===== config.mk =====
export PLATFORM = sky130hd
export DESIGN_NAME = welch_fft_ctrl
export DESIGN_NICKNAME = d
export VERILOG_FILES = /design/src/rtl/welch_pkg.sv /design/src/rtl/welch_sat_cnt.sv /design/src/rtl/welch_fft_ctrl.sv
export SDC_FILE = /design/constraint.sdc
export NUM_CORES = 1
export LEC_CHECK = 0
export CAP_MARGIN = 20
export CORE_MARGIN = 2
export CORE_UTILIZATION = 48
export CTS_CLUSTER_SIZE = 14
export DETAILED_ROUTE_END_ITERATION = 8
export PLACE_DENSITY = 0.88
export SLEW_MARGIN = 20
export SYNTH_ARGS = -nofsm -noshare
export SYNTH_HDL_FRONTEND = slang
export SYNTH_SLANG_ARGS = --single-unit

===== constraint.sdc =====
create_clock -name aclk -period 4.1 [get_ports aclk]
set_clock_uncertainty 0.1 [all_clocks]
set_input_delay 0.41 -clock aclk [delete_from_list [all_inputs] [get_ports aclk]]
set_output_delay 0.41 -clock aclk [all_outputs]
set_load 0.03 [all_outputs]

===== src/rtl/welch_pkg.sv =====
// Shared types and field positions for the Welch-path FFT sequencer.
package welch_pkg;

    typedef enum logic [2:0] {
        ST_IDLE,
        ST_CFG,
        ST_RUN,
        ST_DRAIN,
        ST_DONE
    } fft_ctrl_state_t;

    localparam int FFT_CFG_FWD_BIT   = 0;
    localparam int FFT_CFG_SCALE_LSB = 1;
    localparam int FFT_CFG_SCALE_W   = 15;

    localparam int ERR_TLAST_UNEXP = 0;
    localparam int ERR_TLAST_MISS  = 1;
    localparam int ERR_DIN_HALT    = 2;
    localparam int ERR_DOUT_HALT   = 3;
    localparam int ERR_W           = 4;

endpackage


===== src/rtl/welch_sat_cnt.sv =====
// Saturating up-counter with synchronous clear; clear has priority over increment.
// Latency: count visible the cycle after the increment. No backpressure.
module welch_sat_cnt #(
    parameter int W = 16
) (
    input  logic         aclk,
    input  logic         aresetn,
    input  logic         clr,
    input  logic         inc,
    output logic [W-1:0] cnt
);

    logic [W-1:0] cnt_q;
    logic [W-1:0] cnt_d;

    always_comb begin
        cnt_d = cnt_q;
        if (clr) begin
            cnt_d = '0;
        end else if (inc && (cnt_q != '1)) begin
            cnt_d = cnt_q + 1'b1;
        end
    end

    always_ff @(posedge aclk or negedge aresetn) begin
        if (!aresetn) begin
            cnt_q <= '0;
        end else begin
            cnt_q <= cnt_d;
        end
    end

    assign cnt = cnt_q;

endmodule


===== src/rtl/welch_fft_ctrl.sv =====
// Welch FFT sequencer: config beat, gated sample stream with tlast every NFFT, result-frame count, sticky events.
// Latency: data path is zero-latency combinational; status registered. Backpressure: core tready passed straight to source.
// Optional WELCH_FFT_EVT_CNT_EN adds per-event saturating counters on evt_counts.
module welch_fft_ctrl
    import welch_pkg::*;
#(
    parameter int NFFT    = 1024,
    parameter int FRAME_W = 16
) (
    input  logic                 aclk,
    input  logic                 aresetn,
    input  logic                 start,
    input  logic                 abort,
    input  logic [FRAME_W-1:0]   n_frames,
    input  logic [15:0]          cfg_word,
    input  logic [63:0]          s_axis_tdata,
    input  logic                 s_axis_tvalid,
    output logic                 s_axis_tready,
    output logic [15:0]          fft_cfg_tdata,
    output logic                 fft_cfg_tvalid,
    input  logic                 fft_cfg_tready,
    output logic [63:0]          fft_din_tdata,
    output logic                 fft_din_tvalid,
    input  logic                 fft_din_tready,
    output logic                 fft_din_tlast,
    input  logic                 fft_dout_tvalid,
    input  logic                 fft_dout_tready,
    input  logic                 fft_dout_tlast,
    input  logic                 evt_tlast_unexpected,
    input  logic                 evt_tlast_missing,
    input  logic                 evt_din_halt,
    input  logic                 evt_dout_halt,
    output logic                 busy,
    output logic                 done,
    output logic [FRAME_W-1:0]   frames_out,
`ifdef WELCH_FFT_EVT_CNT_EN
    output logic [4*FRAME_W-1:0] evt_counts,
`endif
    output logic [ERR_W-1:0]     err_flags
);

    localparam int                SAMP_W    = $clog2(NFFT);
    localparam logic [SAMP_W-1:0] SAMP_LAST = SAMP_W'(NFFT - 1);

    fft_ctrl_state_t      state_q, state_d;
    logic [SAMP_W-1:0]    samp_q, samp_d;
    logic [FRAME_W-1:0]   fin_q, fin_d;
    logic [FRAME_W-1:0]   nfr_q, nfr_d;
    logic [15:0]          cfg_q, cfg_d;
    logic [ERR_W-1:0]     err_q, err_d;
    logic                 busy_q, busy_d;
    logic                 done_q, done_d;

    logic                 start_acc;
    logic                 active;
    logic                 in_run;
    logic                 din_hs;
    logic                 dout_fr;
    logic                 drain_hit;
    logic [ERR_W-1:0]     evt_vec;

    always_comb begin
        evt_vec                  = '0;
        evt_vec[ERR_TLAST_UNEXP] = evt_tlast_unexpected;
        evt_vec[ERR_TLAST_MISS]  = evt_tlast_missing;
        evt_vec[ERR_DIN_HALT]    = evt_din_halt;
        evt_vec[ERR_DOUT_HALT]   = evt_dout_halt;
    end

    assign start_acc = (state_q == ST_IDLE) && start;
    assign active    = (state_q != ST_IDLE);
    assign in_run    = (state_q == ST_RUN);
    assign din_hs    = in_run && s_axis_tvalid && fft_din_tready;
    assign dout_fr   = ((state_q == ST_RUN) || (state_q == ST_DRAIN)) &&
                       fft_dout_tvalid && fft_dout_tready && fft_dout_tlast;

    // Look ahead one beat so DONE follows the final output tlast by exactly one cycle.
    assign drain_hit = (frames_out == nfr_q) ||
                       (dout_fr && (frames_out == (nfr_q - 1'b1)));

    always_comb begin
        state_d = state_q;
        samp_d  = samp_q;
        fin_d   = fin_q;
        nfr_d   = nfr_q;
        cfg_d   = cfg_q;
        err_d   = err_q;

        case (state_q)
            ST_IDLE: begin
                if (start) begin
                    state_d = ST_CFG;
                    samp_d  = '0;
                    fin_d   = '0;
                    nfr_d   = (n_frames == '0) ? FRAME_W'(1) : n_frames;
                    cfg_d   = {cfg_word[FFT_CFG_SCALE_LSB +: FFT_CFG_SCALE_W],
                               cfg_word[FFT_CFG_FWD_BIT]};
                    err_d   = '0;
                end
            end
            ST_CFG: begin
                if (fft_cfg_tready) begin
                    state_d = ST_RUN;
                end
            end
            ST_RUN: begin
                if (din_hs) begin
                    samp_d = samp_q + 1'b1;
                    if (samp_q == SAMP_LAST) begin
                        fin_d = fin_q + 1'b1;
                        if (fin_q == (nfr_q - 1'b1)) begin
                            state_d = ST_DRAIN;
                        end
                    end
                end
            end
            ST_DRAIN: begin
                if (drain_hit) begin
                    state_d = ST_DONE;
                end
            end
            ST_DONE: begin
                state_d = ST_IDLE;
            end
            default: begin
                state_d = ST_IDLE;
            end
        endcase

        if (active) begin
            err_d = err_q | evt_vec;
        end

        // Abort outranks every other transition; status is deliberately left intact.
        if (active && abort) begin
            state_d = ST_IDLE;
            samp_d  = '0;
            fin_d   = '0;
        end

        busy_d = (state_d != ST_IDLE);
        done_d = (state_d == ST_DONE);
    end

    always_ff @(posedge aclk or negedge aresetn) begin
        if (!aresetn) begin
            state_q <= ST_IDLE;
            samp_q  <= '0;
            fin_q   <= '0;
            nfr_q   <= '0;
            cfg_q   <= '0;
            err_q   <= '0;
            busy_q  <= 1'b0;
            done_q  <= 1'b0;
        end else begin
            state_q <= state_d;
            samp_q  <= samp_d;
            fin_q   <= fin_d;
            nfr_q   <= nfr_d;
            cfg_q   <= cfg_d;
            err_q   <= err_d;
            busy_q  <= busy_d;
            done_q  <= done_d;
        end
    end

    welch_sat_cnt #(.W(FRAME_W)) u_frames_out (
        .aclk    (aclk),
        .aresetn (aresetn),
        .clr     (start_acc),
        .inc     (dout_fr),
        .cnt     (frames_out)
    );

`ifdef WELCH_FFT_EVT_CNT_EN
    for (genvar i = 0; i < ERR_W; i++) begin : g_evt_cnt
        welch_sat_cnt #(.W(FRAME_W)) u_evt_cnt (
            .aclk    (aclk),
            .aresetn (aresetn),
            .clr     (start_acc),
            .inc     (active && evt_vec[i]),
            .cnt     (evt_counts[i*FRAME_W +: FRAME_W])
        );
    end
`endif

    assign s_axis_tready  = in_run && fft_din_tready;
    assign fft_din_tvalid = in_run && s_axis_tvalid;
    assign fft_din_tdata  = s_axis_tdata;
    assign fft_din_tlast  = in_run && (samp_q == SAMP_LAST);
    assign fft_cfg_tvalid = (state_q == ST_CFG);
    assign fft_cfg_tdata  = cfg_q;
    assign busy           = busy_q;
    assign done           = done_q;
    assign err_flags      = err_q;

endmodule


# --- Word level (Yosys, flattened, before mapping) ---
# Index checks and enable logic that the tools add are counted.
classes:
  add_sub_neg: 4
  eq_ne: 12
  mux: 23
  n_bitwise: 1
  n_reduce_logical: 25
op_table:
  columns: ["op", "n"]
  rows:
  - ["16-bit two-way mux", 7]
  - ["16-bit equality test", 3]
  - ["16-bit by 1-bit adder with 16-bit output (second input constant)", 2]
  - ["16-bit case mux with 2 select lines", 1]
  - ["10-bit two-way mux", 3]
  - ["3-bit two-way mux", 7]
  - ["10-bit case mux with 2 select lines", 1]
  - ["16-bit logical NOT", 1]
  - ["16-bit != test (second input constant)", 1]
  - ["16-bit by 1-bit subtractor with 16-bit output (second input constant)", 1]
  - ["4-bit two-way mux", 3]
  - ["3-bit case mux with 4 select lines", 1]
  - ["1-bit logical AND", 11]
  - ["10-bit by 1-bit adder with 10-bit output (second input constant)", 1]
  - ["10-bit equality test (second input constant)", 1]
  - ["3-bit nonzero test", 3]
  - ["3-bit by 2-bit equality test with 1-bit output (second input constant)", 2]
  - ["3-bit by 1-bit != test with 1-bit output (second input constant)", 2]
  - ["2-bit nonzero test", 3]
  - ["4-bit bitwise OR", 1]
  - ["2-bit AND reduction", 2]
  - ["4-bit AND reduction", 1]
  - ["3-bit by 1-bit equality test with 1-bit output (second input constant)", 1]
  - ["3-bit equality test (second input constant)", 1]
  - ["other kinds (4)", 5]
word_totals:
  reg_bits: 83
  in_bits: 110
  output_inout_bits: 106
  elab_cells: 74

# --- Logic depth before layout (Yosys ltp) ---
logic_depth:
  word_depth: 11
  mapped_depth: 11

# --- Modules after synthesis ---
# Synthesis repeated with hierarchy kept, for this count alone.
unflattened:
  cells_unflattened: 584
  area_unflattened_um2: 5474.0
by_module_without_submodules:
  columns: ["mod", "n_inst", "cells_per_inst", "area_per_inst_um2", "seq_area_each_um2"]
  rows:
  - ["welch_fft_ctrl", 1, 486, 4531.8, 1676.6]
  - ["welch_sat_cnt", 1, 98, 942.2, 400.4]

# --- Worst setup path before layout ---
# No wires, ideal clock.
synth_path:
  kind: "reg2reg"
  startpoint: "register nfr_q[0]"
  endpoint: "register state_q[1]"
  setup_ns: 0.127
  t_arrival_ns: 2.369
  required_ns: 3.873
  slack_ns: 1.504
  stages_incl_launch_ff: 11
  n_path_buf: 1
  path_cell_list: "dfrtp_1 > clkbuf_1 > inv_1 > ha_1 > or4b_4 > nor4_2 > nor3_1 > a2111oi_2 > o2111ai_1 > o211ai_1 > a21oi_1"
synth_between:
  elab_chain_len: 7
synth_rtl:
  columns: ["element", "line", "text"]
  rows:
  - ["start, declared", "welch_fft_ctrl.sv:48", "logic [FRAME_W-1:0] nfr_q, nfr_d;"]
  - ["start signal, assigned", "welch_fft_ctrl.sv:159", "nfr_q <= nfr_d;"]
  - ["16-bit by 1-bit subtractor with 16-bit output", "welch_fft_ctrl.sv:79, welch_fft_ctrl.sv:111", null]
  - ["16-bit equality test (on tied branches)", "welch_fft_ctrl.sv:111, welch_fft_ctrl.sv:79", null]
  - ["3-bit two-way mux or 1-bit logical AND (tied branches)", "welch_fft_ctrl.sv:111, welch_fft_ctrl.sv:79", null]
  - ["3-bit two-way mux or 1-bit logical OR (tied branches)", "welch_fft_ctrl.sv:109, welch_fft_ctrl.sv:78", null]
  - ["3-bit two-way mux (on tied branches)", "welch_fft_ctrl.sv:107, welch_fft_ctrl.sv:118", null]
  - ["3-bit case mux with 4 select lines (*)", "welch_fft_ctrl.sv:89", "case (state_q)"]
  - ["3-bit two-way mux (*)", "welch_fft_ctrl.sv:135", "if (active && abort) begin"]
  - ["named net state_d[1]", "welch_fft_ctrl.sv:45", "fft_ctrl_state_t state_q, state_d;"]
  - ["end signal, assigned", "welch_fft_ctrl.sv:156", "state_q <= state_d;"]
  - ["end, declared", "welch_fft_ctrl.sv:45", null]
# The timed path passes the listed nets; every way through them passes the cells marked *.
# A chain may end at the register's enable or synchronous reset.

# --- Worst setup path after layout ---
layout_path:
  startpoint: "register state_q[1]"
  endpoint: "output port fft_din_tlast"
layout_between:
  elab_chain_len: 2
layout_rtl:
  columns: ["element", "line", "text"]
  rows:
  - ["3-bit by 2-bit equality test with 1-bit output", "welch_fft_ctrl.sv:72", "assign in_run = (state_q == ST_RUN);"]
  - ["1-bit logical AND", "welch_fft_ctrl.sv:190", "assign fft_din_tlast = in_run && (samp_q == SAMP_LAST);"]
  - ["end, declared", "welch_fft_ctrl.sv:25", "output logic fft_din_tlast,"]
# No other way between the ends.

==> run metrics <==
Placed Instances 714; final core utilization 55.5%; worst IR drop on VDD 0.372 mV; Setup Buffers After CTS 0; Worst Setup Start Kind register; post-route cell area 6040 sq um; slowest stage delay, CP 0.69 ns; vias per cell 5.95; unrepaired setup endpoints after global routing false; Syn Nets just under 700; WL final 12600 um; Post-synth top cells 83 x dfrtp_1, 64 x buf_4, 54 x nor2_1; WP data arrival 2.44 ns; # clock sinks 83; synth top area cells dfrtp_1 38%, buf_4 8.9%, xor2_1 6.3%, mux2_2 6.3%, xnor2_1 4.1%; crit path cell chain nor3b_1, and4_1, clkdlybuf4s50_1; Synth top area share between 30% and 40%; CTS Hold Bufs 0; ys async rst share 100%; CTS clk-pin slew, worst paths 0.09 ns; Fmax 339 MHz; sequential area share after synthesis 38.5%; remaining antenna violation count 0; most common cell in the netlist dfrtp_1; Worst slew margin 38.5%; Hold Vio Cnt, Final 12; Top Family by Delay on Critical Path simple AND/OR/NAND/NOR gates; worst-path fanout max 13; CTS H-tree lvls 3; number of I/O pins 216; count of different cell masters after synthesis 60; Buf/Inv on CP 1; YS warnings 0; Cells after Synth 581; placed cell area 5850 sq um; Cell Pwr Density approximately 510 nW/um^2; Layout Cells excl Fill 729; number of global-route vias before repair 4247; Worst Max-Slew Pin Slew 0.916 ns; Final min period 2.95 ns; period utilisation layout 71.9%; largest net degree at the start of global routing 84; Synth area leader dfrtp_1; CORE AREA 10900 sq um; Final nets 699; Worst Setup End Kind output pin; initial antenna violation count 0; Initial Util 49.6%; EDFF count, synth 0; first-pass GRT wire length 20500 um; routed len/inst 17.2 um; Post-route DRC 0; failing checks negative hold slack; Critical Path RT 3.59 ns; clock buffer depth 2; CTS tree yes; Final setup viols 0; Hold Worst Slack -0.0217 ns; worst min path class primary input to async pin; GR Overflow Total 0; layout cells sized above 1 9.85%; final setup TNS 0 ns; hpwl dp about 9400 um; Area Overhead vs Synth 11.9%; port bufs between 80 and 90; number of buffers created by CTS 9; Die H roughly 110 um; max-cap viol count 0; synthesized area approximately 5400 sq um; Die Wd ~110 um; DR pass1 iterations 5; antenna cells 0; Final Max Tran Viols 0; FP Rows 38; detailed-route via count 4334; Clock Latency Late Sink approximately 0.36 ns; Mapped Avg Cell Area 9.30 sq um; status finished with violations; leakage 0.00241 uW; kind of critical path register to output pin; slowest CP cell clkdlybuf4s50_1; Main synth FF type dfrtp_1; Initial DRC Count roughly 430; Die ar. 12100 sq um; Global Route Usage Sum a little over a fifth; clock root cell clkbuf_8; routability cong. a little over 0.9; Yosys reg bits 83; CTS resizes 0
==> cells in the final DEF, fill, tap and decap left out, types with 3 or more instances in the layout <==
cell and n:
nand4_1 8, o31ai_1 3, clkinvlp_4 3, and4_1 9, and3_1 12, a211oi_1 3
mux2_2 30, o211ai_1 4, inv_1 10, or3_1 8, nand2b_1 5, dfrtp_1 83
o21ai_0 29, nor3b_1 3, and2_1 6, a21oi_1 16, ha_1 4, o41ai_1 4
nor3_1 11, a31oi_1 6, clkdlybuf4s50_1 86, xor2_1 39, clkbuf_8 9, nor4_1 11
xnor2_1 25, nor2_1 53, mux2i_1 5, nand2_1 35, nand3_1 24
==> stage by stage <==
step	total power, uW	worst slack, ns
4_1_cts	3100	1.11
6_report	3100	1.15
5_1_grt	3270	0.988
2_1_floorplan	2190	1.50
3_3_place_gp	2460	1.45
3_5_place_dp	2510	1.33
==> layer usage <==
metal | track usage [%] | part of all wire, % | vias up
met5 | 0 | 0 | -
met4 | 9.76 | 3.0 | 0
met3 | 5.76 | 9.2 | 42
met2 | 35.3 | 47 | 225
met1 | 27.2 | 41 | 2090
li1 | - | - | 1977
==> state kept, by name (all words and copies together), names as in the netlist <==
signal and flops:
fft_cfg_tdata 16, fin_q 16, nfr_q 16, u_frames_out.cnt 16, samp_q 10, err_flags 4, state_q 3, busy 1
done 1
==> worst reg2reg max path, stage by stage, from the launching register on <==
cell	delay [ns]
dfrtp_1	0.48
inv_1	0.09
ha_1	0.25
nor4b_2	0.48
and4b_1	0.48
mux2i_1	0.24
mux2i_1	0.09
a22oi_1	0.24
o21ai_2	0.13
and2b_1	0.16
==> cell type report <==
cell class | count | area (sq um)
fill | 928 | 4850
multi-input combinational | 393 | 2680
sequential | 83 | 2080
timing repair buffer | 88 | 880
tap | 140 | 175
clock buffer | 9 | 124
clock inverter | 6 | 66.3
inverter | 10 | 37.5
==> cell families (layout without fill, tap and decap cells) <==
family | count (synthesis) | after routing | synth area share, %
simple gates | 204 | 204 | 20.3
flops | 83 | 83 | 38.5
mux | 35 | 35 | 7.18
compound gates | 85 | 85 | 10.3
xor+xnor | 65 | 65 | 10.8
buf+inv | 105 | 113 | 12.0
fa+ha+maj | 4 | 4 | 0.927
==> worst paths after layout <==
| kind | start | slack (ns) | cells after the start | end |
|---|---|---|---|---|
| max | state_q[1] | 1.15 | 3 | fft_din_tlast |
| min | aresetn | -0.02 | 1 | fft_cfg_tdata[7] |
| max reg2reg | nfr_q[0] | 1.26 | 9 | done |
| min reg2reg | samp_q[0] | 0.40 | 1 | samp_q[0] |
| max in group asynchronous | aresetn | 3.39 | 1 | fin_q[6] |
| min in group aclk | samp_q[0] | 0.40 | 1 | samp_q[0] |
==> power by group <==
part | internal, uW | leakage, uW | switching, uW
sequential | 984 | 0.00107 | 265
clock | 279 | 0.0000877 | 302
combinational | 577 | 0.00125 | 690
total | 1840 | 0.00241 | 1260
No activity file was read; power rests on OpenSTA's default activity.
